$ cat src/rtl/miso_fifo_pack_pkg.sv
// Shared router package: precision-mode encoding and the number of stored
// entries each mode packs into a single output word.
package miso_fifo_pack_pkg;

    // Precision of each packed field in the output word; 2'b11 is reserved.
    typedef enum logic [1:0] {
        P_8B = 2'b00,
        P_4B = 2'b01,
        P_2B = 2'b10
    } p_mode_t;

    // Number of stored entries consumed by one pop in the given mode.
    function automatic logic [2:0] entries_per_pop(input p_mode_t mode);
        case (mode)
            P_4B:    return 3'd2;
            P_2B:    return 3'd4;
            default: return 3'd1;
        endcase
    endfunction

endpackage

$ cat src/rtl/miso_fifo_pack_if.sv
// Bus bundle for miso_fifo_pack: write lanes, pop/replay controls and status.
// The master drives the requests, the slave (the FIFO) drives the results.
interface miso_fifo_pack_if #(
    parameter int DEPTH       = 32,
    parameter int DATA_WIDTH  = 8,
    parameter int DATA_LENGTH = 8
);
    localparam int CW = $clog2(DEPTH + 1);

    logic                                   i_clear;
    logic                                   i_write_en;
    logic [DATA_LENGTH-1:0]                 i_valid;
    logic [DATA_LENGTH-1:0][DATA_WIDTH-1:0] i_data;
    logic                                   i_pop_en;
    logic [1:0]                             i_p_mode;
    logic                                   i_r_pointer_reset;
    logic                                   i_release;

    logic [DATA_WIDTH-1:0]                  o_data;
    logic                                   o_pop_valid;
    logic                                   o_wr_reject;
    logic                                   o_empty;
    logic                                   o_full;
    logic [CW-1:0]                          o_count;
    logic [CW-1:0]                          o_avail;

    modport master (
        output i_clear, i_write_en, i_valid, i_data, i_pop_en, i_p_mode,
               i_r_pointer_reset, i_release,
        input  o_data, o_pop_valid, o_wr_reject, o_empty, o_full, o_count,
               o_avail
    );

    modport slave (
        input  i_clear, i_write_en, i_valid, i_data, i_pop_en, i_p_mode,
               i_r_pointer_reset, i_release,
        output o_data, o_pop_valid, o_wr_reject, o_empty, o_full, o_count,
               o_avail
    );

endinterface

$ cat src/rtl/miso_fifo_pack_lane_compactor.sv
// Lane compactor: squeezes the valid lanes of a sparse write down to slots
// 0..k-1, keeping ascending lane order, and reports k.
module miso_fifo_pack_lane_compactor #(
    parameter int DATA_WIDTH  = 8,
    parameter int DATA_LENGTH = 8
) (
    input  logic [DATA_LENGTH-1:0]                 i_valid,
    input  logic [DATA_LENGTH-1:0][DATA_WIDTH-1:0] i_data,
    output logic [DATA_LENGTH-1:0][DATA_WIDTH-1:0] o_data,
    output logic [DATA_LENGTH-1:0]                 o_slot_valid,
    output logic [$clog2(DATA_LENGTH+1)-1:0]       o_count
);
    localparam int KW = $clog2(DATA_LENGTH + 1);
    localparam int SW = $clog2(DATA_LENGTH);

    logic [KW-1:0] slot;

    // Walk the lanes in order; each valid lane takes the next free slot.
    always_comb begin
        // NOTE: every output gets a default before the loop so no path leaves
        // a value unassigned, which would otherwise infer a latch.
        o_data       = '0;
        o_slot_valid = '0;
        slot         = '0;
        for (int i = 0; i < DATA_LENGTH; i++) begin
            if (i_valid[i]) begin
                o_data[slot[SW-1:0]]       = i_data[i];
                o_slot_valid[slot[SW-1:0]] = 1'b1;
                slot                       = slot + 1'b1;
            end
        end
        o_count = slot;
    end

endmodule

$ cat src/rtl/miso_fifo_pack.sv
// Replay-capable multi-input / single-output FIFO. Sparse writes are
// compacted and stored in arrival order; each pop packs 1, 2 or 4 entries
// into one output word. Popped data stays replayable until released.
module miso_fifo_pack
    import miso_fifo_pack_pkg::*;
#(
    parameter int DEPTH       = 32,
    parameter int DATA_WIDTH  = 8,
    parameter int DATA_LENGTH = 8
) (
    input  logic            i_clk,
    input  logic            i_nrst,
    miso_fifo_pack_if.slave bus
);
    localparam int AW = $clog2(DEPTH);
    localparam int PW = AW + 1;
    localparam int CW = $clog2(DEPTH + 1);
    localparam int KW = $clog2(DATA_LENGTH + 1);
    localparam int HW = DATA_WIDTH / 2;
    localparam int QW = DATA_WIDTH / 4;

    // Pointers carry one extra MSB so full and empty are distinguishable.
    logic [PW-1:0] wr_ptr, rd_ptr, base_ptr;
    logic [DATA_WIDTH-1:0] mem [DEPTH];

    logic [DATA_LENGTH-1:0][DATA_WIDTH-1:0] comp_data;
    logic [DATA_LENGTH-1:0]                 comp_valid;
    logic [KW-1:0]                          comp_cnt;

    logic [PW-1:0]         used, unread, free_space;
    p_mode_t               pop_mode;
    logic [2:0]            pop_n;
    logic                  write_req, write_ok, write_drop;
    logic                  pop_ok, release_ok;
    logic [AW-1:0]         rd_addr [4];
    logic [DATA_WIDTH-1:0] pop_word;

    miso_fifo_pack_lane_compactor #(
        .DATA_WIDTH  (DATA_WIDTH),
        .DATA_LENGTH (DATA_LENGTH)
    ) u_compactor (
        .i_valid      (bus.i_valid),
        .i_data       (bus.i_data),
        .o_data       (comp_data),
        .o_slot_valid (comp_valid),
        .o_count      (comp_cnt)
    );

    // Occupancy is measured from base (replayable data still holds space);
    // availability is measured from rd.
    assign used       = wr_ptr - base_ptr;
    assign unread     = wr_ptr - rd_ptr;
    assign free_space = PW'(DEPTH) - used;

    // The reserved mode code behaves as full-width entries.
    assign pop_mode = (bus.i_p_mode == 2'b11) ? P_8B : p_mode_t'(bus.i_p_mode);
    assign pop_n    = entries_per_pop(pop_mode);

    // Clear overrides everything; rewind blocks pop and release but not write.
    assign write_req  = bus.i_write_en && (comp_cnt != '0) && !bus.i_clear;
    assign write_ok   = write_req && (PW'(comp_cnt) <= free_space);
    assign write_drop = write_req && !(PW'(comp_cnt) <= free_space);
    assign pop_ok     = bus.i_pop_en && !bus.i_clear && !bus.i_r_pointer_reset
                        && (unread >= PW'(pop_n));
    assign release_ok = bus.i_release && !bus.i_clear && !bus.i_r_pointer_reset;

    // Gather up to four consecutive entries at rd and pack their low fields.
    always_comb begin
        for (int j = 0; j < 4; j++) begin
            rd_addr[j] = rd_ptr[AW-1:0] + AW'(j);
        end
        pop_word = mem[rd_addr[0]];
        case (pop_n)
            3'd2: pop_word = {mem[rd_addr[1]][HW-1:0], mem[rd_addr[0]][HW-1:0]};
            3'd4: pop_word = {mem[rd_addr[3]][QW-1:0], mem[rd_addr[2]][QW-1:0],
                              mem[rd_addr[1]][QW-1:0], mem[rd_addr[0]][QW-1:0]};
            default: pop_word = mem[rd_addr[0]];
        endcase
    end

    // Pointer update: clear, then rewind, then release/pop/write together.
    always_ff @(posedge i_clk or negedge i_nrst) begin
        // NOTE: state registers use non-blocking assignments so every pointer
        // update below sees the pre-edge values of the others.
        if (!i_nrst) begin
            wr_ptr   <= '0;
            rd_ptr   <= '0;
            base_ptr <= '0;
        end else if (bus.i_clear) begin
            wr_ptr   <= '0;
            rd_ptr   <= '0;
            base_ptr <= '0;
        end else begin
            if (bus.i_r_pointer_reset) begin
                rd_ptr <= base_ptr;
            end else begin
                if (release_ok) base_ptr <= rd_ptr;
                if (pop_ok)     rd_ptr   <= rd_ptr + PW'(pop_n);
            end
            if (write_ok) wr_ptr <= wr_ptr + PW'(comp_cnt);
        end
    end

    // Store the compacted slots at wr, wr+1, ... in slot order.
    always_ff @(posedge i_clk) begin
        // NOTE: the storage array has no reset; only the pointers define
        // which entries are meaningful, so clearing the array buys nothing.
        if (write_ok) begin
            for (int j = 0; j < DATA_LENGTH; j++) begin
                if (comp_valid[j]) mem[wr_ptr[AW-1:0] + AW'(j)] <= comp_data[j];
            end
        end
    end

    // Registered pop word and the one-cycle valid/reject pulses.
    always_ff @(posedge i_clk or negedge i_nrst) begin
        if (!i_nrst) begin
            bus.o_data      <= '0;
            bus.o_pop_valid <= 1'b0;
            bus.o_wr_reject <= 1'b0;
        end else begin
            bus.o_pop_valid <= pop_ok;
            bus.o_wr_reject <= write_drop;
            if (pop_ok) bus.o_data <= pop_word;
        end
    end

    assign bus.o_empty = (wr_ptr == rd_ptr);
    assign bus.o_full  = (used == PW'(DEPTH));
    assign bus.o_count = CW'(used);
    assign bus.o_avail = CW'(unread);

endmodule

$ cat src/flat_wrapper.sv
// flat-port wrapper written by rule: the top's interface ports become plain ports
module miso_fifo_pack_flat import miso_fifo_pack_pkg::*;
#(
    parameter int DEPTH       = 32,
    parameter int DATA_WIDTH  = 8,
    parameter int DATA_LENGTH = 8
)
  (i_clk, i_nrst, bus_i_clear, bus_i_write_en, bus_i_valid, bus_i_data, bus_i_pop_en, bus_i_p_mode, bus_i_r_pointer_reset, bus_i_release, bus_o_data, bus_o_pop_valid, bus_o_wr_reject, bus_o_empty, bus_o_full, bus_o_count, bus_o_avail);
  miso_fifo_pack_if #(.DEPTH(DEPTH), .DATA_WIDTH(DATA_WIDTH), .DATA_LENGTH(DATA_LENGTH)) bus_i ();
  input  logic i_clk;
  input  logic i_nrst;
  input wire logic [$bits(bus_i.i_clear)-1:0] bus_i_clear;
  input wire logic [$bits(bus_i.i_write_en)-1:0] bus_i_write_en;
  input wire logic [$bits(bus_i.i_valid)-1:0] bus_i_valid;
  input wire logic [$bits(bus_i.i_data)-1:0] bus_i_data;
  input wire logic [$bits(bus_i.i_pop_en)-1:0] bus_i_pop_en;
  input wire logic [$bits(bus_i.i_p_mode)-1:0] bus_i_p_mode;
  input wire logic [$bits(bus_i.i_r_pointer_reset)-1:0] bus_i_r_pointer_reset;
  input wire logic [$bits(bus_i.i_release)-1:0] bus_i_release;
  output wire logic [$bits(bus_i.o_data)-1:0] bus_o_data;
  output wire logic [$bits(bus_i.o_pop_valid)-1:0] bus_o_pop_valid;
  output wire logic [$bits(bus_i.o_wr_reject)-1:0] bus_o_wr_reject;
  output wire logic [$bits(bus_i.o_empty)-1:0] bus_o_empty;
  output wire logic [$bits(bus_i.o_full)-1:0] bus_o_full;
  output wire logic [$bits(bus_i.o_count)-1:0] bus_o_count;
  output wire logic [$bits(bus_i.o_avail)-1:0] bus_o_avail;
  assign bus_i.i_clear = bus_i_clear;
  assign bus_i.i_write_en = bus_i_write_en;
  assign bus_i.i_valid = bus_i_valid;
  assign bus_i.i_data = bus_i_data;
  assign bus_i.i_pop_en = bus_i_pop_en;
  assign bus_i.i_p_mode = bus_i_p_mode;
  assign bus_i.i_r_pointer_reset = bus_i_r_pointer_reset;
  assign bus_i.i_release = bus_i_release;
  assign bus_o_data = bus_i.o_data;
  assign bus_o_pop_valid = bus_i.o_pop_valid;
  assign bus_o_wr_reject = bus_i.o_wr_reject;
  assign bus_o_empty = bus_i.o_empty;
  assign bus_o_full = bus_i.o_full;
  assign bus_o_count = bus_i.o_count;
  assign bus_o_avail = bus_i.o_avail;
  miso_fifo_pack #(.DEPTH(DEPTH), .DATA_WIDTH(DATA_WIDTH), .DATA_LENGTH(DATA_LENGTH)) u_core (.i_clk(i_clk), .i_nrst(i_nrst), .bus(bus_i));
endmodule
$ cat config.mk
export PLATFORM = sky130hd
export DESIGN_NAME = miso_fifo_pack_flat
export DESIGN_NICKNAME = d
export VERILOG_FILES = /design/src/rtl/miso_fifo_pack_pkg.sv /design/src/rtl/miso_fifo_pack_if.sv /design/src/rtl/miso_fifo_pack_lane_compactor.sv /design/src/rtl/miso_fifo_pack.sv /design/src/flat_wrapper.sv
export SDC_FILE = /design/constraint.sdc
export NUM_CORES = 2
export LEC_CHECK = 0
export ABC_AREA = 1
export BUFFER_PORTS_ARGS = -buffer_cell sky130_fd_sc_hd__buf_2
export CAP_MARGIN = 40
export CELL_PAD_IN_SITES_DETAIL_PLACEMENT = 2
export CELL_PAD_IN_SITES_GLOBAL_PLACEMENT = 2
export CORE_ASPECT_RATIO = 1.1
export CORE_MARGIN = 2
export CORE_UTILIZATION = 36
export DETAILED_ROUTE_END_ITERATION = 16
export GPL_TIMING_DRIVEN = 0
export PLACE_DENSITY_LB_ADDON = 0.05
export SETUP_SLACK_MARGIN = 0.1
export SYNTH_ARGS = -nofsm -noshare
export SYNTH_HDL_FRONTEND = slang
export SYNTH_HIERARCHICAL = 1
export SYNTH_SLANG_ARGS = --single-unit
$ cat constraint.sdc
create_clock -name i_clk -period 10.38 [get_ports i_clk]
set_clock_uncertainty 0.15 [all_clocks]
set_input_delay 2.076 -clock i_clk [delete_from_list [all_inputs] [get_ports i_clk]]
set_output_delay 2.076 -clock i_clk [all_outputs]
set_load 0.01 [all_outputs]
==> impl_metrics.env, run 1 <==
export IMPL_outcome="aborted with a tool error"
export IMPL_lastStage="global routing"
export IMPL_firstError="[ERROR GRT-0116] Global routing finished with congestion. Check the congestion regions in the DRC Viewer."
export IMPL_synth_cell_area_mm2=0.0428
export IMPL_netlist_instances=7991
export IMPL_clockBufferDepth=3
export IMPL_routabilityCongestion=1.19
export IMPL_placed_cell_area_mm2=0.0470
export IMPL_synth_main_ff_cell="edfxtp_1"
export IMPL_yosysTopAreaCell="nand2_1"
export IMPL_syn_nets=8128
export IMPL_cts_htree_levels=1
export IMPL_start_util_pct=36.3
export IMPL_synth_top_cell_area_share_pct=28.9
export IMPL_cts_sinks=284
export IMPL_grt_usage_pct=74.6
export IMPL_row_count=132
export IMPL_ys_top_cells_by_area="nand2_1, edfxtp_1, nand3_1"
export IMPL_synth_edf_count=256
export IMPL_syn_avg_cell_area_um2=5.36
export IMPL_ys_seq_area_share_pct=19.6
export IMPL_synthArstFlopShare_pct=9.86
export IMPL_grt_pass1_vias=75160
export IMPL_yosysUniqueCellTypes=60
export IMPL_gr_total_overflow=59
export IMPL_die_y_um=366
export IMPL_cts_made_buffers=27
export IMPL_grt_pass1_wl_um=647000
export IMPL_root_buffer="clkbuf_16"
export IMPL_port_buffers=96
export IMPL_yosys_warnings=6
export IMPL_dp_hpwl_um=322000
export IMPL_ys_ff_latch=284
export IMPL_grt_max_degree=29
export IMPL_io_pins=105
export IMPL_die_w_um=333
[per-stage QoR]
stage          cells  utilization, %  TNS (ns)  setup WS [ns]  hold slack (ns)
2_1_floorplan   7991               -         0           1.35            0.354
3_3_place_gp    9628            38.4   -864.37          -2.89            0.323
3_5_place_dp    9767            39.8   -648.63          -2.00            0.397
4_1_cts         9829            40.8         0          0.144            0.448
[timing repair]
action	4_1_cts
gates resized for setup	59
pin swaps	10
hold buffers	0
endpoints found under the setup margin	513
setup buffers	14
[cells by family after synthesis]
logic type,synth area share (%)
AND/OR/NAND/NOR,48.1
AO/OA/AOI/OAI,18.9
buffers and inverters,10.9
flip-flops,19.6
adder cells (fa/ha/maj),1.72
XOR/XNOR,0.409
multiplexers,0.467
[metal layers]
| layer | GRT overflow | global-route usage [%] |
|---|---|---|
| met5 | 0 | 26.4 |
| met4 | 28 | 64.9 |
| met3 | 1 | 60.6 |
| met2 | 30 | 88.4 |
| met1 | 0 | 79.7 |
[synth_stat cells, drive strengths merged (34+ instances only)]
| cell type | instances |
|---|---|
| nor3 | 53 |
| o211ai | 81 |
| buf | 120 |
| nand4 | 163 |
| nand3 | 792 |
| clkbuf | 368 |
| o21ai | 567 |
| edfxtp | 256 |
| inv | 678 |
| a21oi | 744 |
| ha | 51 |
| o22ai | 37 |
| nor2 | 526 |
| clkinv | 34 |
| nand2 | 3339 |
==> run 2, diff against run 1 <==
--- a/config.mk
+++ b/config.mk
@@ -8,15 +8,11 @@
 export ABC_AREA = 1
 export BUFFER_PORTS_ARGS = -buffer_cell sky130_fd_sc_hd__buf_2
 export CAP_MARGIN = 40
-export CELL_PAD_IN_SITES_DETAIL_PLACEMENT = 2
-export CELL_PAD_IN_SITES_GLOBAL_PLACEMENT = 2
-export CORE_ASPECT_RATIO = 1.1
 export CORE_MARGIN = 2
-export CORE_UTILIZATION = 36
+export CORE_UTILIZATION = 35
 export DETAILED_ROUTE_END_ITERATION = 16
 export GPL_TIMING_DRIVEN = 0
-export PLACE_DENSITY_LB_ADDON = 0.05
-export SETUP_SLACK_MARGIN = 0.1
+export PLACE_DENSITY_LB_ADDON = 0.15
 export SYNTH_ARGS = -nofsm -noshare
 export SYNTH_HDL_FRONTEND = slang
 export SYNTH_HIERARCHICAL = 1
==> impl_metrics.env, run 2 <==
export IMPL_syn_avg_cell_area_um2=5.36
export IMPL_yosysUniqueCellTypes=60
export IMPL_synthArstFlopShare_pct=9.86
export IMPL_cp_max_fo=18
export IMPL_r2r_end="u_core/mem[26][1]"
export IMPL_cts_made_buffers=24
export IMPL_cts_hold_buffers=0
export IMPL_outcome="finished, final reports clean"
export IMPL_synth_commonest_cells="nand2_1, nand3_1, a21oi_1"
export IMPL_wl_per_cell_um=33.9
export IMPL_p_leak_nw=22.9
export IMPL_worst_pin_slew_ns=1.04
export IMPL_worstSetupEndpoint="u_core/mem[26][1]"
export IMPL_cts_tree="done"
export IMPL_ys_top_cells_by_area="nand2_1, edfxtp_1, nand3_1"
export IMPL_r2r_slack_ns=4.05
export IMPL_die_y_um=354
export IMPL_holdWs_ns=0.351
export IMPL_coreArea_mm2=0.122
export IMPL_max_freq_mhz=98.1
export IMPL_worstSetupEndpointType="flop"
export IMPL_power_density_mw_per_mm2=224
export IMPL_port_buffers=96
export IMPL_drc_errors=0
export IMPL_synth_main_ff_cell="edfxtp_1"
export IMPL_cts_sinks=284
export IMPL_grt_usage_pct=51.0
export IMPL_path_clk_slew_ns=0.07
export IMPL_synth_cell_area_mm2=0.0428
export IMPL_n_fill_cell=13682
export IMPL_gr_total_overflow=0
export IMPL_yosys_warnings=6
export IMPL_drv_slew=0
export IMPL_dr_wl_met2_um=124000
export IMPL_min_period_over_period_pct=98.2
export IMPL_placed_cells=9846
export IMPL_row_count=128
export IMPL_drt_iter0_markers=12372
export IMPL_wl_met3_um=53300
export IMPL_clock_latency_ns=0.56
export IMPL_min_period_ns=10.19
export IMPL_reg2reg_depth=29
export IMPL_io_pins=105
export IMPL_worstHoldStart="u_core/bus.o_data[6]"
export IMPL_synth_edf_count=256
export IMPL_wl_um=336000
export IMPL_nets=8406
export IMPL_synth_top_cell_area_share_pct=28.9
export IMPL_crit_type="in -> reg"
export IMPL_wl_met1_um=128000
export IMPL_final_cell_mix="nand2_1, nand3_1, a21oi_1"
export IMPL_grt_max_degree=29
export IMPL_cp_start_kind="input pin"
export IMPL_holdPathStages=2
export IMPL_required_ns=10.55
export IMPL_clockBufferDepth=3
export IMPL_start_util_pct=35.2
export IMPL_dp_hpwl_um=278000
export IMPL_final_common_cell="nand2_1"
export IMPL_die_w_um=354
export IMPL_grt_pass1_wl_um=444000
export IMPL_routed_top_layer="met5"
export IMPL_via_per_inst=6.31
export IMPL_dieArea_mm2=0.125
export IMPL_max_cap_violations=0
export IMPL_antenna_found_initial=18
export IMPL_peakVddDrop_v=0.000135
export IMPL_netlist_instances=7991
export IMPL_drive_gt1_share_pct=8.44
export IMPL_grt_pass1_vias=53310
export IMPL_via_count=62562
export IMPL_worstPathArrival_ns=10.36
export IMPL_cts_htree_levels=1
export IMPL_hold_violations=0
export IMPL_largest_reg_flops=256
export IMPL_areaGrowthSynthToFinish_pct=12.8
export IMPL_slowest_delay_ns=0.74
export IMPL_setup_viol=0
export IMPL_ys_ff_latch=284
export IMPL_fin_cells=9914
export IMPL_routabilityCongestion=1.18
export IMPL_antenna_left=0
export IMPL_ys_seq_area_share_pct=19.6
export IMPL_dr_pass1_iters=12
export IMPL_critPathLaunch="bus_i_valid[1]"
export IMPL_root_buffer="clkbuf_16"
export IMPL_hp_class="reg -> reg"
export IMPL_path_common_cell="nand2_1"
export IMPL_yosys_cell_count_top_type="nand2_1"
export IMPL_yosysTopAreaCell="nand2_1"
export IMPL_relSlewSlack_pct=30.4
export IMPL_r2r_start="u_core/wr_ptr[0]"
export IMPL_slowest_stage="nor3_1"
export IMPL_syn_nets=8128
## run 2: through the flow
stage               TNS, ns  setup slack [ns]  utilization, %  instance area [µm²]  power, mW
floorplan                 0              1.35               -                42800       4.93
global placement    -873.17             -3.09            37.3                45400       8.60
detailed placement  -464.95             -1.69            38.7                47100       8.96
CTS                       0            0.0122            39.5                48100       10.0
global route         -0.650           -0.0499            39.8                48300       10.8
finish                    0             0.190            39.8                48300       10.8
## run 2: where the power goes
part	internal, mW	leakage (nW)	switching, mW
clock network	0.590	0.420	0.430
registers	1.50	2.67	0.0988
logic	1.69	19.8	6.54
## run 2: layout make-up
type	count	area (µm²)	share of cell area (%)
Antenna cell	4	10.0	0.0207
Inverter	712	2690	5.57
Sequential cell	284	8390	17.3
Buffer	487	2010	4.15
Tap cell	1625	2030	4.21
Clock buffer	27	633	1.31
Multi-Input combinational cell	6507	29900	61.9
Clock inverter	15	236	0.489
Timing Repair Buffer	253	2420	5.00
## run 2: worst max-delay path, delay by kind of cell
kind	cells	cell delay [ns]
AND/OR/NAND/NOR	23	4.18
adder cells (fa/ha/maj)	6	2.09
buffers and inverters	12	1.84
AO/OA/AOI/OAI	1	0.11
## run 2: cells by family (layout without fill, tap and decap cells)
logic type / Yosys count / count (layout) / share of synthesized area [%]
AND/OR/NAND/NOR: 4899 / 4899 / 48.1
AO/OA/AOI/OAI: 1512 / 1512 / 18.9
buffers and inverters: 1200 / 1494 / 10.9
flip-flops: 284 / 284 / 19.6
adder cells (fa/ha/maj): 56 / 56 / 1.72
XOR/XNOR: 20 / 20 / 0.409
multiplexers: 20 / 20 / 0.467
other: 0 / 4 / 0
## run 2: how the worst min path moves through the flow
stage                                 endpoint  slack [ns]
after floorplan             u_core/base_ptr[2]        0.35
after global placement    u_core/bus.o_data[6]        0.32
after detailed placement  u_core/bus.o_data[6]        0.34
after CTS                 u_core/bus.o_data[6]        0.35
after global routing      u_core/bus.o_data[6]        0.38
final                     u_core/bus.o_data[6]        0.35
## run 2: routing by layer
metal  vias up  global-route usage, %
met1     28834                   66.3
li1      26801                      -
met3      1300                   20.5
met4        18                   36.3
met2      5609                   67.4
met5         -                      0
## run 2: repair_timing
item | CTS | global route
resized for setup | 14 | 46
pin swaps | 8 | 6
endpoints found under the setup margin | 510 | 510
endpoints found under the hold margin | 0 | 0
gates cloned | 0 | 0
setup buffers | 8 | 9
No activity file was read; power rests on OpenSTA's default activity.
